**src/rtl/dsss_descramble_sync_detect_if.sv**
```systemverilog
// Bit-stream bus between the differential decoder, this descrambler/sync
// detector and the downstream PHY header detector.
interface dsss_descramble_sync_detect_if;
  logic raw_bit;
  logic raw_valid;
  logic rearm;
  logic data_bit;
  logic data_valid;
  logic preamble_detected;
  logic sfd_detected;
  logic locked;

  // Upstream/downstream side: supplies raw bits and rearm, consumes results
  modport master (
    output raw_bit, raw_valid, rearm,
    input  data_bit, data_valid, preamble_detected, sfd_detected, locked
  );

  // Descrambler/sync detector side
  modport slave (
    input  raw_bit, raw_valid, rearm,
    output data_bit, data_valid, preamble_detected, sfd_detected, locked
  );
endinterface

```
**src/rtl/dsss_descramble_sync_detect.sv**
```systemverilog
// 802.11b 1 Mbps self-synchronous descrambler (z^-7 + z^-4 + 1) with
// long-preamble SYNC detection and SFD search.
module dsss_descramble_sync_detect #(
  parameter int unsigned SYNC_THRESH = 64,
  parameter int unsigned SFD_TIMEOUT = 160,
  parameter logic [15:0] SFD_PATTERN = 16'h05CF
) (
  input logic                          clk,
  input logic                          reset,
  dsss_descramble_sync_detect_if.slave bus
);

  typedef enum logic [1:0] {SEARCH, SYNC_HUNT, LOCKED} state_t;

  state_t      state;
  logic [6:0]  scr;
  // Only the 15 most recent bits need storing: the 16-bit compare window
  // is always formed together with the incoming descrambled bit.
  logic [14:0] hist;
  logic [7:0]  ones_cnt;
  logic [7:0]  to_cnt;

  logic        d;
  logic [15:0] hist_nxt;
  logic [7:0]  ones_nxt;
  logic        sfd_hit;
  logic        timeout;

  // Descrambled bit, next history window, next run length and FSM conditions
  always_comb begin
    d        = bus.raw_bit ^ scr[3] ^ scr[6];
    hist_nxt = {hist, d};
    ones_nxt = '0;
    if (d) ones_nxt = (ones_cnt == '1) ? ones_cnt : ones_cnt + 8'd1;
    sfd_hit  = (hist_nxt == SFD_PATTERN);
    timeout  = (to_cnt == 8'(SFD_TIMEOUT - 1));
  end

  // Descrambler shift register and registered data output, active in every state
  always_ff @(posedge clk or negedge reset) begin
    if (!reset) begin
      scr            <= '0;
      bus.data_bit   <= 1'b0;
      bus.data_valid <= 1'b0;
    end else begin
      bus.data_valid <= bus.raw_valid;
      if (bus.raw_valid) begin
        scr          <= {scr[5:0], bus.raw_bit};
        bus.data_bit <= d;
      end
    end
  end

  // Sync/SFD state machine with registered status outputs
  always_ff @(posedge clk or negedge reset) begin
    if (!reset) begin
      state                 <= SEARCH;
      hist                  <= '0;
      ones_cnt              <= '0;
      to_cnt                <= '0;
      bus.preamble_detected <= 1'b0;
      bus.sfd_detected      <= 1'b0;
      bus.locked            <= 1'b0;
    end else begin
      bus.sfd_detected <= 1'b0;
      if (bus.rearm) begin
        // History is wiped only when leaving LOCKED; otherwise it keeps tracking.
        if (state == LOCKED) hist <= '0;
        else if (bus.raw_valid) hist <= hist_nxt[14:0];
        state                 <= SEARCH;
        ones_cnt              <= '0;
        to_cnt                <= '0;
        bus.preamble_detected <= 1'b0;
        bus.locked            <= 1'b0;
      end else if (bus.raw_valid) begin
        hist     <= hist_nxt[14:0];
        ones_cnt <= ones_nxt;
        case (state)
          SEARCH: begin
            if (ones_nxt == 8'(SYNC_THRESH)) begin
              state                 <= SYNC_HUNT;
              to_cnt                <= '0;
              bus.preamble_detected <= 1'b1;
            end
          end
          SYNC_HUNT: begin
            if (sfd_hit) begin
              state                 <= LOCKED;
              bus.sfd_detected      <= 1'b1;
              bus.preamble_detected <= 1'b0;
              bus.locked            <= 1'b1;
            end else if (timeout) begin
              state                 <= SEARCH;
              ones_cnt              <= '0;
              bus.preamble_detected <= 1'b0;
            end else begin
              to_cnt <= to_cnt + 8'd1;
            end
          end
          default: ;
        endcase
      end
    end
  end

endmodule
```
**src/flat_wrapper.sv**
```systemverilog
// flat-port wrapper written by rule: the top's interface ports become plain ports
module dsss_descramble_sync_detect_flat 
#(
  parameter int unsigned SYNC_THRESH = 64,
  parameter int unsigned SFD_TIMEOUT = 160,
  parameter logic [15:0] SFD_PATTERN = 16'h05CF
)
  (clk, reset, bus_raw_bit, bus_raw_valid, bus_rearm, bus_data_bit, bus_data_valid, bus_preamble_detected, bus_sfd_detected, bus_locked);
  dsss_descramble_sync_detect_if bus_i ();
  input logic clk;
  input logic reset;
  input wire logic [$bits(bus_i.raw_bit)-1:0] bus_raw_bit;
  input wire logic [$bits(bus_i.raw_valid)-1:0] bus_raw_valid;
  input wire logic [$bits(bus_i.rearm)-1:0] bus_rearm;
  output wire logic [$bits(bus_i.data_bit)-1:0] bus_data_bit;
  output wire logic [$bits(bus_i.data_valid)-1:0] bus_data_valid;
  output wire logic [$bits(bus_i.preamble_detected)-1:0] bus_preamble_detected;
  output wire logic [$bits(bus_i.sfd_detected)-1:0] bus_sfd_detected;
  output wire logic [$bits(bus_i.locked)-1:0] bus_locked;
  assign bus_i.raw_bit = bus_raw_bit;
  assign bus_i.raw_valid = bus_raw_valid;
  assign bus_i.rearm = bus_rearm;
  assign bus_data_bit = bus_i.data_bit;
  assign bus_data_valid = bus_i.data_valid;
  assign bus_preamble_detected = bus_i.preamble_detected;
  assign bus_sfd_detected = bus_i.sfd_detected;
  assign bus_locked = bus_i.locked;
  dsss_descramble_sync_detect #(.SYNC_THRESH(SYNC_THRESH), .SFD_TIMEOUT(SFD_TIMEOUT), .SFD_PATTERN(SFD_PATTERN)) u_core (.clk(clk), .reset(reset), .bus(bus_i));
endmodule
```
**config.mk**
```make
export PLATFORM = sky130hd
export DESIGN_NAME = dsss_descramble_sync_detect_flat
export DESIGN_NICKNAME = d
export VERILOG_FILES = /design/src/rtl/dsss_descramble_sync_detect_if.sv /design/src/rtl/dsss_descramble_sync_detect.sv /design/src/flat_wrapper.sv
export SDC_FILE = /design/constraint.sdc
export NUM_CORES = 1
export LEC_CHECK = 0
export BUFFER_PORTS_ARGS = -buffer_cell sky130_fd_sc_hd__buf_4
export CELL_PAD_IN_SITES_DETAIL_PLACEMENT = 0
export CELL_PAD_IN_SITES_GLOBAL_PLACEMENT = 2
export CORE_UTILIZATION = 40
export CTS_CLUSTER_SIZE = 8
export DETAILED_ROUTE_END_ITERATION = 12
export HOLD_SLACK_MARGIN = 0.03
export PLACE_DENSITY_LB_ADDON = 0.12
export SLEW_MARGIN = 40
export SYNTH_ARGS = -nofsm -noshare
export SYNTH_HDL_FRONTEND = slang
export SYNTH_SLANG_ARGS = --single-unit
```
**constraint.sdc**
```tcl
create_clock -name clk -period 2.3 [get_ports clk]
set_input_delay 0.46 -clock clk [delete_from_list [all_inputs] [get_ports clk]]
set_output_delay 0.46 -clock clk [all_outputs]
set_load 0.05 [all_outputs]
```
==> flow_metrics.env, run 1 <==
export IMPL_status="finished clean"
export IMPL_rsz0062_at_grt="no"
export IMPL_finalWirelength_um=4260
export IMPL_critical_path_arrival_ps=2390
export IMPL_critical_path_class="reg -> reg"
export IMPL_grt_ovfl_total=0
export IMPL_crit_required_ps=2480
export IMPL_yosys_cell_types_count=52
export IMPL_fill_cells=477
export IMPL_hold_path_class="in -> async"
export IMPL_whs_ps=144
export IMPL_final_core_util=0.483
export IMPL_globalplace_congestion=0.781
export IMPL_dieArea_um2=5880
export IMPL_switching_share=0.293
export IMPL_grt_start_max_net_pins=45
export IMPL_slew_viol_final=0
export IMPL_dp_hpwl_um=3080
export IMPL_clockRootBuffer="clkbuf_8"
export IMPL_cp_slowest_cell="dfrtp_1"
export IMPL_insertion_delay_ps=290
export IMPL_layout_common_cells="44 x dfrtp_1, 30 x nor2_1, 15 x mux2i_1, 15 x buf_4, 12 x a21oi_1"
export IMPL_start_util=0.426
export IMPL_relSlewSlack=0.640
export IMPL_ys_warnings_count=0
export IMPL_power_switching_uw=623
export IMPL_num_vias=1596
export IMPL_portBuffers=9
export IMPL_cp_max_fo=8
export IMPL_rows=26
export IMPL_tns_ps=0
export IMPL_cts_buffers=5
export IMPL_intPower_uw=1500
export IMPL_grt_pass1_wl_um=7630
export IMPL_postSynthAreaPerCell_um2=10.4
export IMPL_synthesis_nets=221
export IMPL_gr_usage_all_layers=0.164
export IMPL_antenna_found_initial=0
export IMPL_fin_crit_ps=2210
export IMPL_max_freq_mhz=453
export IMPL_p_clk_frac=0.288
export IMPL_layout_commonest_cell="dfrtp_1"
export IMPL_drtIter0Drc=56
export IMPL_startpoint_type="flop"
export IMPL_dr_pass1_iters=4
export IMPL_ys_ff_latch=44
export IMPL_ioPinCount=10
export IMPL_finish_instance_area_um2=2530
export IMPL_remaining_drc_errors=0
export IMPL_drv_cap=0
export IMPL_fin_worst_skew_ps=5.55
export IMPL_cpPeakStageDelay_ps=400
export IMPL_die_h_um=76.7
export IMPL_ir_drop_v=0.000410
export IMPL_nNetsFinal=233
export IMPL_final_layout_size_suffix_gt1_frac=0.176
export IMPL_placed_cell_area_um2=2380
export IMPL_tritoncts="done"
export IMPL_dieWidth_um=76.7
export IMPL_postRouteAntennaNets=0
export IMPL_timing_final_hold_violations=0
export IMPL_combPwrFrac=0.198
export IMPL_worstPathCellList="ha_1, nand2_1, or3_1, a32oi_2, and2_4, o41ai_4, buf_4, a211o_1"
export IMPL_cts_buffer_depth=2
export IMPL_setup_viol=0
export IMPL_tightest_slew_ps=540
export IMPL_grt_pass1_vias=1659
export IMPL_netlist_area_um2=2230
export IMPL_core_area_um2=5240
export IMPL_yosysSeqAreaShare=0.494
export IMPL_hold_buffers=0
export IMPL_p_leak_uw=0.00115
export IMPL_clkTransAtPathRegs_ps=80
export IMPL_power_frac_seq=0.514
export IMPL_cts_sinks=44
export IMPL_cp_end_kind="flop"
export IMPL_vias_per_cell=5.37
export IMPL_syn_inst=214
export IMPL_h_tree_depth=2
export IMPL_fin_crit_sh=0.959
export IMPL_diodes=0
export IMPL_syn_to_final_growth_pct=13.5
export IMPL_wl_per_cell_um=14.4
export IMPL_power_density_nw_per_um2=839
## per-stage QoR
| stage | setup slack, ps | power (uW) | cells |
|---|---|---|---|
| global route | 4.31 | 2250 | 297 |
| finish | 93.5 | 2120 | 297 |
| global placement | 84.2 | 1490 | 288 |
| floorplan | 295 | 1390 | 214 |
| CTS | 45.3 | 2140 | 296 |
| detailed placement | 68.0 | 1520 | 288 |
## critical path: cells and delay by family, from the launching register on
kind	cells	cell delay, ps
and+or+nand+nor	3	660
AOI/OAI and AO/OA	3	620
DFF	1	400
adders and majority gates	1	260
buffers and inverters	1	170
## power groups by stage
stage          clock [uW]  combinational, uW  sequential, uW
2_1_floorplan           0                290            1100
3_3_place_gp            0                396            1090
3_5_place_dp            0                414            1110
4_1_cts               636                416            1090
5_1_grt               669                468            1120
6_report              611                420            1090
## cell families after synthesis
kind of cell | synth area share
and+or+nand+nor | 0.207
DFF | 0.494
AOI/OAI and AO/OA | 0.139
muxes | 0.103
buffers and inverters | 0.0320
xor gates and xnor gates | 0.0152
adders and majority gates | 0.0112
## worst paths after layout
| check | from | endpoint | slack (ps) | cells after the start |
|---|---|---|---|---|
| setup / recovery | u_core.ones_cnt[0] | u_core.to_cnt[6] | 90 | 8 |
| hold / removal | reset | u_core.scr[2] | 140 | 1 |
| setup reg to reg | u_core.ones_cnt[0] | u_core.to_cnt[6] | 90 | 8 |
| hold reg to reg | u_core.scr[4] | u_core.scr[5] | 490 | 1 |
| max in group asynchronous | reset | u_core.ones_cnt[2] | 1780 | 1 |
| min in group clk | bus_raw_valid | u_core.bus.data_valid | 420 | 1 |
## synthesized netlist by cell type, drive strengths merged
cell type | number | area share
a211o | 1 | 0.0039
a211oi | 2 | 0.012
a21o | 2 | 0.0067
a21oi | 12 | 0.027
a31o | 1 | 0.0039
a31oi | 3 | 0.0084
a32o | 1 | 0.0045
a32oi | 1 | 0.0039
a41oi | 1 | 0.0039
and2 | 1 | 0.0039
and2b | 1 | 0.0039
and3 | 7 | 0.020
and3b | 2 | 0.0079
and4bb | 1 | 0.0056
buf | 5 | 0.012
clkbuf | 6 | 0.010
dfrtp | 44 | 0.49
ha | 2 | 0.011
inv | 6 | 0.010
mux2 | 7 | 0.035
mux2i | 15 | 0.067
nand2 | 10 | 0.017
nand2b | 3 | 0.0084
nand3 | 9 | 0.020
nand3b | 3 | 0.010
nand4 | 5 | 0.020
nand4b | 1 | 0.0039
nor2 | 30 | 0.051
nor2b | 1 | 0.0028
nor3 | 2 | 0.0045
nor3b | 3 | 0.010
nor4 | 1 | 0.0056
nor4b | 1 | 0.0039
o2111ai | 1 | 0.0039
o211a | 1 | 0.0045
o21ai | 8 | 0.018
o21bai | 1 | 0.0034
o22a | 4 | 0.016
o22ai | 1 | 0.0028
o31ai | 1 | 0.0034
o41ai | 1 | 0.012
or2 | 1 | 0.0028
or3 | 2 | 0.0056
xnor2 | 3 | 0.015
## metal layers
metal,wire [um],global-route usage,up-vias
met3,99,0.0405,4
met4,60,0.0615,0
met5,0,0,-
met1,1990,0.202,787
li1,-,-,794
met2,2110,0.277,11
## what timing repair did
item | 4_1_cts | 5_1_grt
setup buffers | 0 | 1
endpoints found under the setup margin | 0 | 6
gates resized for setup | 0 | 1
## state kept, by name (all words and copies together), names as in the netlist
signal,flops
u_core.bus.locked,1
u_core.bus.sfd_detected,1
u_core.ones_cnt,8
u_core.state,2
u_core.hist,15
u_core.to_cnt,8
u_core.scr,7
u_core.bus.data_bit,1
u_core.bus.data_valid,1
## final cells by class
type	instances	area, um2	share of cell area
timing repair buffer	16	133	0.0524
multi-input combinational	153	1060	0.421
tap	70	87.6	0.0346
clock buffer	6	82.6	0.0326
inverter	6	22.5	0.00890
clock inverter	2	38.8	0.0153
sequential	44	1100	0.435
No activity file was read; power rests on OpenSTA's default activity.
==> run 2: changes to the inputs <==
--- a/config.mk
+++ b/config.mk
@@ -13,7 +13,9 @@
 export DETAILED_ROUTE_END_ITERATION = 12
 export HOLD_SLACK_MARGIN = 0.03
 export PLACE_DENSITY_LB_ADDON = 0.12
+export SETUP_SLACK_MARGIN = 0.2
 export SLEW_MARGIN = 40
 export SYNTH_ARGS = -nofsm -noshare
 export SYNTH_HDL_FRONTEND = slang
 export SYNTH_SLANG_ARGS = --single-unit
+export TNS_END_PERCENT = 20
==> flow_metrics.env, run 2 (same netlist as run 1, synthesis figures left out) <==
export IMPL_status="finished clean"
export IMPL_ir_drop_v=0.000409
export IMPL_critPathTopFamily="simple AND/OR/NAND/NOR gates"
export IMPL_final_layout_size_suffix_gt1_frac=0.205
export IMPL_start_util=0.426
export IMPL_syn_to_final_growth_pct=15.9
export IMPL_die_h_um=76.7
export IMPL_crit_required_ps=2480
export IMPL_setup_slack_ps=250
export IMPL_place_ws_ps=68.0
export IMPL_rr_endpoint="u_core.to_cnt[6]"
export IMPL_grt_pass1_vias=1665
export IMPL_relSlewSlack=0.639
export IMPL_drtIter0Drc=59
export IMPL_remaining_drc_errors=0
export IMPL_max_freq_mhz=488
export IMPL_grt_ovfl_total=0
export IMPL_gr_usage_all_layers=0.165
export IMPL_insertion_delay_ps=290
export IMPL_fin_crit_ps=2050
export IMPL_globalplace_congestion=0.781
export IMPL_nNetsFinal=235
export IMPL_dieArea_um2=5880
export IMPL_grt_pass1_wl_um=7660
export IMPL_largest_register_ffs=15
export IMPL_fin_worst_skew_ps=5.04
export IMPL_drv_cap=0
export IMPL_multiInputGateArea_um2=1100
export IMPL_core_area_um2=5240
export IMPL_regMostFlops="u_core.hist"
export IMPL_portBuffers=9
export IMPL_r2r_cells=8
export IMPL_r2r_start="u_core.ones_cnt[0]"
export IMPL_cp_slowest_cell="dfrtp_1"
export IMPL_setup_viol=0
export IMPL_timing_final_hold_violations=0
export IMPL_dr_pass1_iters=4
export IMPL_cp_max_fo=8
export IMPL_vias_per_cell=5.46
export IMPL_antenna_found_initial=0
export IMPL_tritoncts="done"
export IMPL_whs_ps=144
export IMPL_startpoint_type="flop"
export IMPL_cts_buffer_depth=2
export IMPL_finalWirelength_um=4370
export IMPL_clockRootBuffer="clkbuf_8"
export IMPL_fin_crit_sh=0.891
export IMPL_wl_per_cell_um=14.6
export IMPL_seqCellArea_um2=1100
export IMPL_cts_buffers=5
export IMPL_critical_path_class="reg -> reg"
export IMPL_p_leak_uw=0.00115
export IMPL_num_vias=1632
export IMPL_fill_cells=479
export IMPL_slew_viol_final=0
export IMPL_cpPeakStageDelay_ps=430
export IMPL_cp_num_buf_inv=1
export IMPL_power_density_nw_per_um2=824
export IMPL_critical_path_arrival_ps=2230
export IMPL_tightest_slew_ps=542
export IMPL_dp_hpwl_um=3080
export IMPL_rows=26
export IMPL_ioPinCount=10
export IMPL_top_regs="u_core.hist x15, u_core.ones_cnt x8, u_core.to_cnt x8"
export IMPL_postRouteAntennaNets=0
export IMPL_tns_ps=0
export IMPL_rsz0062_at_grt="yes"
export IMPL_cp_end_kind="flop"
export IMPL_hold_path_class="in -> async"
export IMPL_final_core_util=0.494
export IMPL_diodes=0
export IMPL_layout_common_cells="44 x dfrtp_1, 30 x nor2_1, 16 x buf_4"
export IMPL_dieWidth_um=76.7
export IMPL_reg2reg_slack_ps=250
export IMPL_worstPathCellList="ha_4, nand2_1, or3_1, a32oi_2, and2_4, o41ai_4, buf_6, a211o_1"
export IMPL_layout_commonest_cell="dfrtp_1"
export IMPL_clkTransAtPathRegs_ps=80
export IMPL_grt_start_max_net_pins=45
export IMPL_cts_sinks=44
export IMPL_h_tree_depth=2
[run 2: area by class of cell]
class / count / area share
sequential: 44 / 0.426
multi-input combinational: 153 / 0.426
clock buffer: 6 / 0.0319
clock inverter: 2 / 0.0150
timing repair buffer: 18 / 0.0586
inverter: 6 / 0.00871
tap: 70 / 0.0339
[run 2: how the worst max path moves through the flow]
stage,cells after the start,start,end,slack (ps)
after global routing,8,u_core.ones_cnt[0],u_core.to_cnt[6],200
after global placement,8,u_core.ones_cnt[0],u_core.to_cnt[6],80
final,8,u_core.ones_cnt[0],u_core.to_cnt[6],250
after CTS,8,u_core.ones_cnt[0],u_core.to_cnt[6],130
after floorplan,7,u_core.ones_cnt[0],u_core.to_cnt[6],290
after detailed placement,8,u_core.ones_cnt[0],u_core.to_cnt[6],70
[run 2: repair_timing]
item,CTS,global route
resized for setup,2,7
hold buffers,0,0
hold endpoints to repair,0,0
setup buffers,1,2
pin swaps,1,6
endpoints found under the setup margin,13,16
[run 2: per-stage QoR]
stage | area, um2 | power (uW) | std cells
floorplan | 2230 | 1390 | 214
global placement | 2380 | 1490 | 288
detailed placement | 2380 | 1520 | 288
CTS | 2530 | 2160 | 297
global route | 2580 | 2260 | 299
finish | 2580 | 2130 | 299
[run 2: metal layers]
layer	track usage	up-vias	part of all wire
met5	0	-	0
met4	0.0615	0	0.014
met3	0.0405	4	0.044
met2	0.278	30	0.50
met1	0.203	803	0.44
li1	-	795	-
[run 2: worst register-to-register path, cell delays in order, from the launching register on]
cell and delay, ps:
dfrtp_1 430, ha_4 180, nand2_1 60, or3_1 370
a32oi_2 230, and2_4 190, o41ai_4 60, buf_6 150
a211o_1 280
[run 2: power by group]
group / internal (uW) / leakage (uW) / switching (uW)
registers: 951 / 0.000568 / 141
logic: 197 / 0.000519 / 229
clock network: 355 / 0.0000614 / 258
total: 1500 / 0.00115 / 627
